--- src/rtl/instr_fetch.sv ---
// Instruction fetch controller: pulls the instruction at pc_addr from memory,
// holds it for the decoder and pulses pc_enable once per captured instruction.
module instr_fetch #(
    parameter int IW = 16,
    parameter int AW = 8
) (
    input  logic          clk,
    input  logic          reset,
    input  logic [AW-1:0] pc_addr,
    output logic          pc_enable,
    output logic          mem_req,
    output logic [AW-1:0] mem_addr,
    input  logic [IW-1:0] mem_rdata,
    input  logic          mem_ready,
    output logic          ir_valid,
    input  logic          ir_ready,
    output logic [IW-1:0] ir_data,
    output logic [AW-1:0] ir_pc,
    input  logic          flush
);

    typedef enum logic [1:0] {
        IDLE  = 2'd0,
        FETCH = 2'd1,
        HOLD  = 2'd2
    } state_t;

    state_t          state_r;
    state_t          next_state_s;
    logic            capture_s;
    logic            mem_req_s;
    logic            pc_enable_s;
    logic            ir_valid_r;
    logic [IW-1:0]   ir_data_r;
    logic [AW-1:0]   ir_pc_r;

    // Next-state and handshake decode; flush outranks any memory completion.
    always_comb begin
        next_state_s = state_r;
        mem_req_s    = 1'b0;
        pc_enable_s  = 1'b0;
        capture_s    = 1'b0;
        case (state_r)
            IDLE: begin
                next_state_s = FETCH;
            end
            FETCH: begin
                if (flush) begin
                    pc_enable_s  = 1'b1;
                    next_state_s = FETCH;
                end else begin
                    mem_req_s = 1'b1;
                    if (mem_ready) begin
                        capture_s    = 1'b1;
                        pc_enable_s  = 1'b1;
                        next_state_s = HOLD;
                    end else begin
                        next_state_s = FETCH;
                    end
                end
            end
            HOLD: begin
                if (flush) begin
                    pc_enable_s  = 1'b1;
                    next_state_s = FETCH;
                end else if (ir_ready) begin
                    // Prefetch only while the held slot is being freed.
                    mem_req_s = 1'b1;
                    if (mem_ready) begin
                        capture_s    = 1'b1;
                        pc_enable_s  = 1'b1;
                        next_state_s = HOLD;
                    end else begin
                        next_state_s = FETCH;
                    end
                end else begin
                    next_state_s = HOLD;
                end
            end
            default: begin
                next_state_s = IDLE;
            end
        endcase
    end

    // State register.
    always_ff @(posedge clk or posedge reset) begin
        if (reset) begin
            state_r <= IDLE;
        end else begin
            state_r <= next_state_s;
        end
    end

    // Instruction register; valid exactly while the FSM sits in HOLD.
    always_ff @(posedge clk or posedge reset) begin
        if (reset) begin
            ir_valid_r <= 1'b0;
            ir_data_r  <= {IW{1'b0}};
            ir_pc_r    <= {AW{1'b0}};
        end else begin
            ir_valid_r <= (next_state_s == HOLD);
            if (capture_s) begin
                ir_data_r <= mem_rdata;
                ir_pc_r   <= pc_addr;
            end
        end
    end

    assign mem_req   = mem_req_s;
    assign pc_enable = pc_enable_s;
    assign mem_addr  = pc_addr;
    assign ir_valid  = ir_valid_r;
    assign ir_data   = ir_data_r;
    assign ir_pc     = ir_pc_r;

endmodule

--- config.mk ---
export PLATFORM = sky130hd
export DESIGN_NAME = instr_fetch
export DESIGN_NICKNAME = d
export VERILOG_FILES = /design/src/rtl/instr_fetch.sv
export SDC_FILE = /design/constraint.sdc
export NUM_CORES = 1
export LEC_CHECK = 0
export BUFFER_PORTS_ARGS = -buffer_cell sky130_fd_sc_hd__buf_2
export CORE_ASPECT_RATIO = 1.25
export CORE_MARGIN = 2
export CORE_UTILIZATION = 40
export DETAILED_ROUTE_END_ITERATION = 16
export PLACE_DENSITY = 0.74
export REMOVE_ABC_BUFFERS = 1
export SYNTH_ARGS = -nofsm -noshare
export SYNTH_HDL_FRONTEND = slang
export SYNTH_SLANG_ARGS = --single-unit
--- constraint.sdc ---
create_clock -name clk -period 2.15 [get_ports clk]
set_input_delay 0.1075 -clock clk [delete_from_list [all_inputs] [get_ports clk]]
set_output_delay 0.1075 -clock clk [all_outputs]
set_load 0.005 [all_outputs]
==> impl_metrics.toml <==
[outcome]
outcome = "finished with violations"
violations = "negative hold slack"

[setup_path]
path_max_fanout = 13
max_stage_delay_ns = 0.42
critPathBufInv = 2
endpoint_kind = "flip-flop"
r2r_end = "ir_data[15]"
ff2ff_setup_slack_ns = 0.44
worstPathArrival_ns = 1.92
critical_path_required_ns = 2.36
start_kind = "flip-flop"
slowest_stage = "dfrtp_1"
crit_type = "reg -> reg"
timing.rr.start = "state_r[0]"
crit_family = "flip-flops"
ff2ff_path_depth = 6
crit_chain = "inv_1 > ha_1 > a21oi_2 > nor3_4 > buf_4 > mux2_2"

[floorplanning]
rows = 22
die_height_um = 65.3
io_pins = 64
initial_core_util = 0.416
fp.dieW_um = 53.0
coreArea_sq_um = 2890
dieArea_sq_um = 3460

[synthesis]
synth-adder-area-share = 0.0416
async_reset_ff_frac = 1.00
synthSimpleGateAreaFrac = 0.0447
synth_warnings = 0
yosysUniqueCellTypes = 19
synth_top_family_by_area = "multiplexers"
synth.ff_latch_count = 27
muxShareOfSynthArea = 0.225
yosys.area.top_type_share = 0.562
synth_flop_cell = "dfrtp_1"
synth-xor-area-share = 0
synth.yosys.seq_area_share = 0.562
synth_largest_area_cell = "dfrtp_1"
syn-cell-area_sq_um = 1200
synth_edf_count = 0
synth-compound-area-share = 0.0395
synth_area_leaders = "dfrtp_1 56%, mux2_2 21%, buf_4 5.0%, ha_1 4.2%, buf_6 1.9%"
avgSynthCellArea_sq_um = 14.1
syn_inst = 85

[placed_design]
gp_congestion = 0.676
pre_cts_ws_ns = 0.450
hpwl_mm = 1.73
dp_cells = 176
io_buffers = 63
place_area_sq_um = 1500

[sta]
max_freq_ghz = 0.586
period_share = 0.794
max_slew_margin = 0.349
rsz0062_at_grt = "no"
hold_ws_ns = -0.00282
hold_violations = 4
setup_ws_ns = 0.443
worst_pin_slew_ns = 0.975
setup_violations = 0
final-max-slew-violation-count = 0
min_period_ns = 1.71
setup_tns_ns = 0
fin_skew_ns = 0.00175

[route]
drt_first_pass_iters = 2
routed_wl_mm = 2.23
route.detailed.drc = 0
first_iter_violations = 18
routed_via_density = 4.67
wl_per_cell_um = 11.9
antenna_left = 0
vias = 873

[clock_network]
cts_sinks = 27
clockRootBuffer = "clkbuf_4"
post_cts_buffers = 0
clkTransAtPathRegs_ns = 0.13
cts_made_buffers = 3
cts_tree = "done"
clk_latency_ns = 0.31
htreeDepth = 1
clock_path_buffers = 2

[pwr]
power_mw = 1.85
power_density_nw_per_um2 = 1160
ir_worst_vdd_v = 0.000643
p_leak_nw = 0.820

[final_layout]
n_antenna_cell = 0
design_area_sq_um = 1590
syn_to_final_growth_pct = 32.5
utilization = 0.551
instances_no_fill = 187
drive_gt1_frac = 0.623
final_nets = 185

[global_routing]
overflow = 0
grt_max_degree = 28
antenna_found_initial = 0
grt.total_usage = 0.135
grt_pass1_wl_mm = 3.55
grt_pass1_vias = 895

[hold_path]
worstHoldPathType = "in -> async"

[job]
drv_cap = 0
==> power breakdown <==
| part | internal, mW | total (mW) | switching, mW |
|---|---|---|---|
| Clock | 0.0695 | 0.205 | 0.136 |
| Sequential | 0.751 | 0.868 | 0.117 |
| Combinational | 0.462 | 0.773 | 0.311 |
==> worst max-delay path by stage <==
| stage | from | to | cells after the start |
|---|---|---|---|
| finish | state_r[0] | ir_data[15] | 6 |
| global route | state_r[1] | ir_data[6] | 6 |
| CTS | state_r[0] | ir_data[15] | 6 |
| detailed placement | state_r[0] | ir_data[15] | 6 |
| global placement | state_r[1] | ir_pc[1] | 6 |
| floorplan | state_r[0] | ir_data[0] | 5 |
==> flip-flops by register name, indices dropped and copies added, names as in the netlist <==
register	count
ir_data	16
ir_pc	8
ir_valid	1
state_r	2
==> layer usage <==
layer | up-vias | global-route usage | share of wire
li1 | 412 | - | -
met1 | 433 | 0.148 | 0.39
met2 | 28 | 0.253 | 0.55
met3 | 0 | 0.0205 | 0.056
met4 | 0 | 0.0481 | 0
met5 | - | 0 | 0
==> final cells by class <==
| cell class | count | area [sq um] |
|---|---|---|
| clock inverter | 1 | 5.00 |
| sequential | 27 | 676 |
| fill | 256 | 1300 |
| multi-input combinational | 42 | 422 |
| timing repair buffer | 72 | 400 |
| inverter | 6 | 22.5 |
| clock buffer | 3 | 22.5 |
| tap | 36 | 45.0 |
==> logic make-up (layout without fill, tap and decap cells) <==
logic type / after synthesis / after routing
DFF: 27 / 27
muxes: 24 / 24
buffers and inverters: 16 / 82
AOI/OAI and AO/OA: 7 / 7
and+or+nand+nor: 7 / 7
adders and majority gates: 4 / 4
==> timing repair <==
action | 4_1_cts | 5_1_grt
endpoints found under the hold margin | 3 | 4
hold buffers | 3 | 4
gates resized for setup | 0 | 0
==> synthesized netlist by cell type (2+ instances only) <==
cell type,instances
a21oi_1,2
buf_4,8
buf_6,2
dfrtp_1,27
ha_1,4
inv_1,6
mux2_1,2
mux2_2,22
o21a_1,2
==> layout by cell type (no fill, tap or decap) <==
cell type,count
or2b_1,1
nor4b_1,1
dlygate4sd3_1,7
mux2_1,2
dfrtp_1,27
ha_1,4
a22oi_1,1
o21a_1,2
buf_2,63
o22ai_1,1
or2_2,1
inv_1,6
buf_4,2
a21oi_2,1
nor2_1,1
a21oi_1,2
mux2_2,22
nor3_4,1
nor3b_1,1
clkinv_2,1
nand2_1,1
clkbuf_4,3
(Power assumes the default switching activity.)
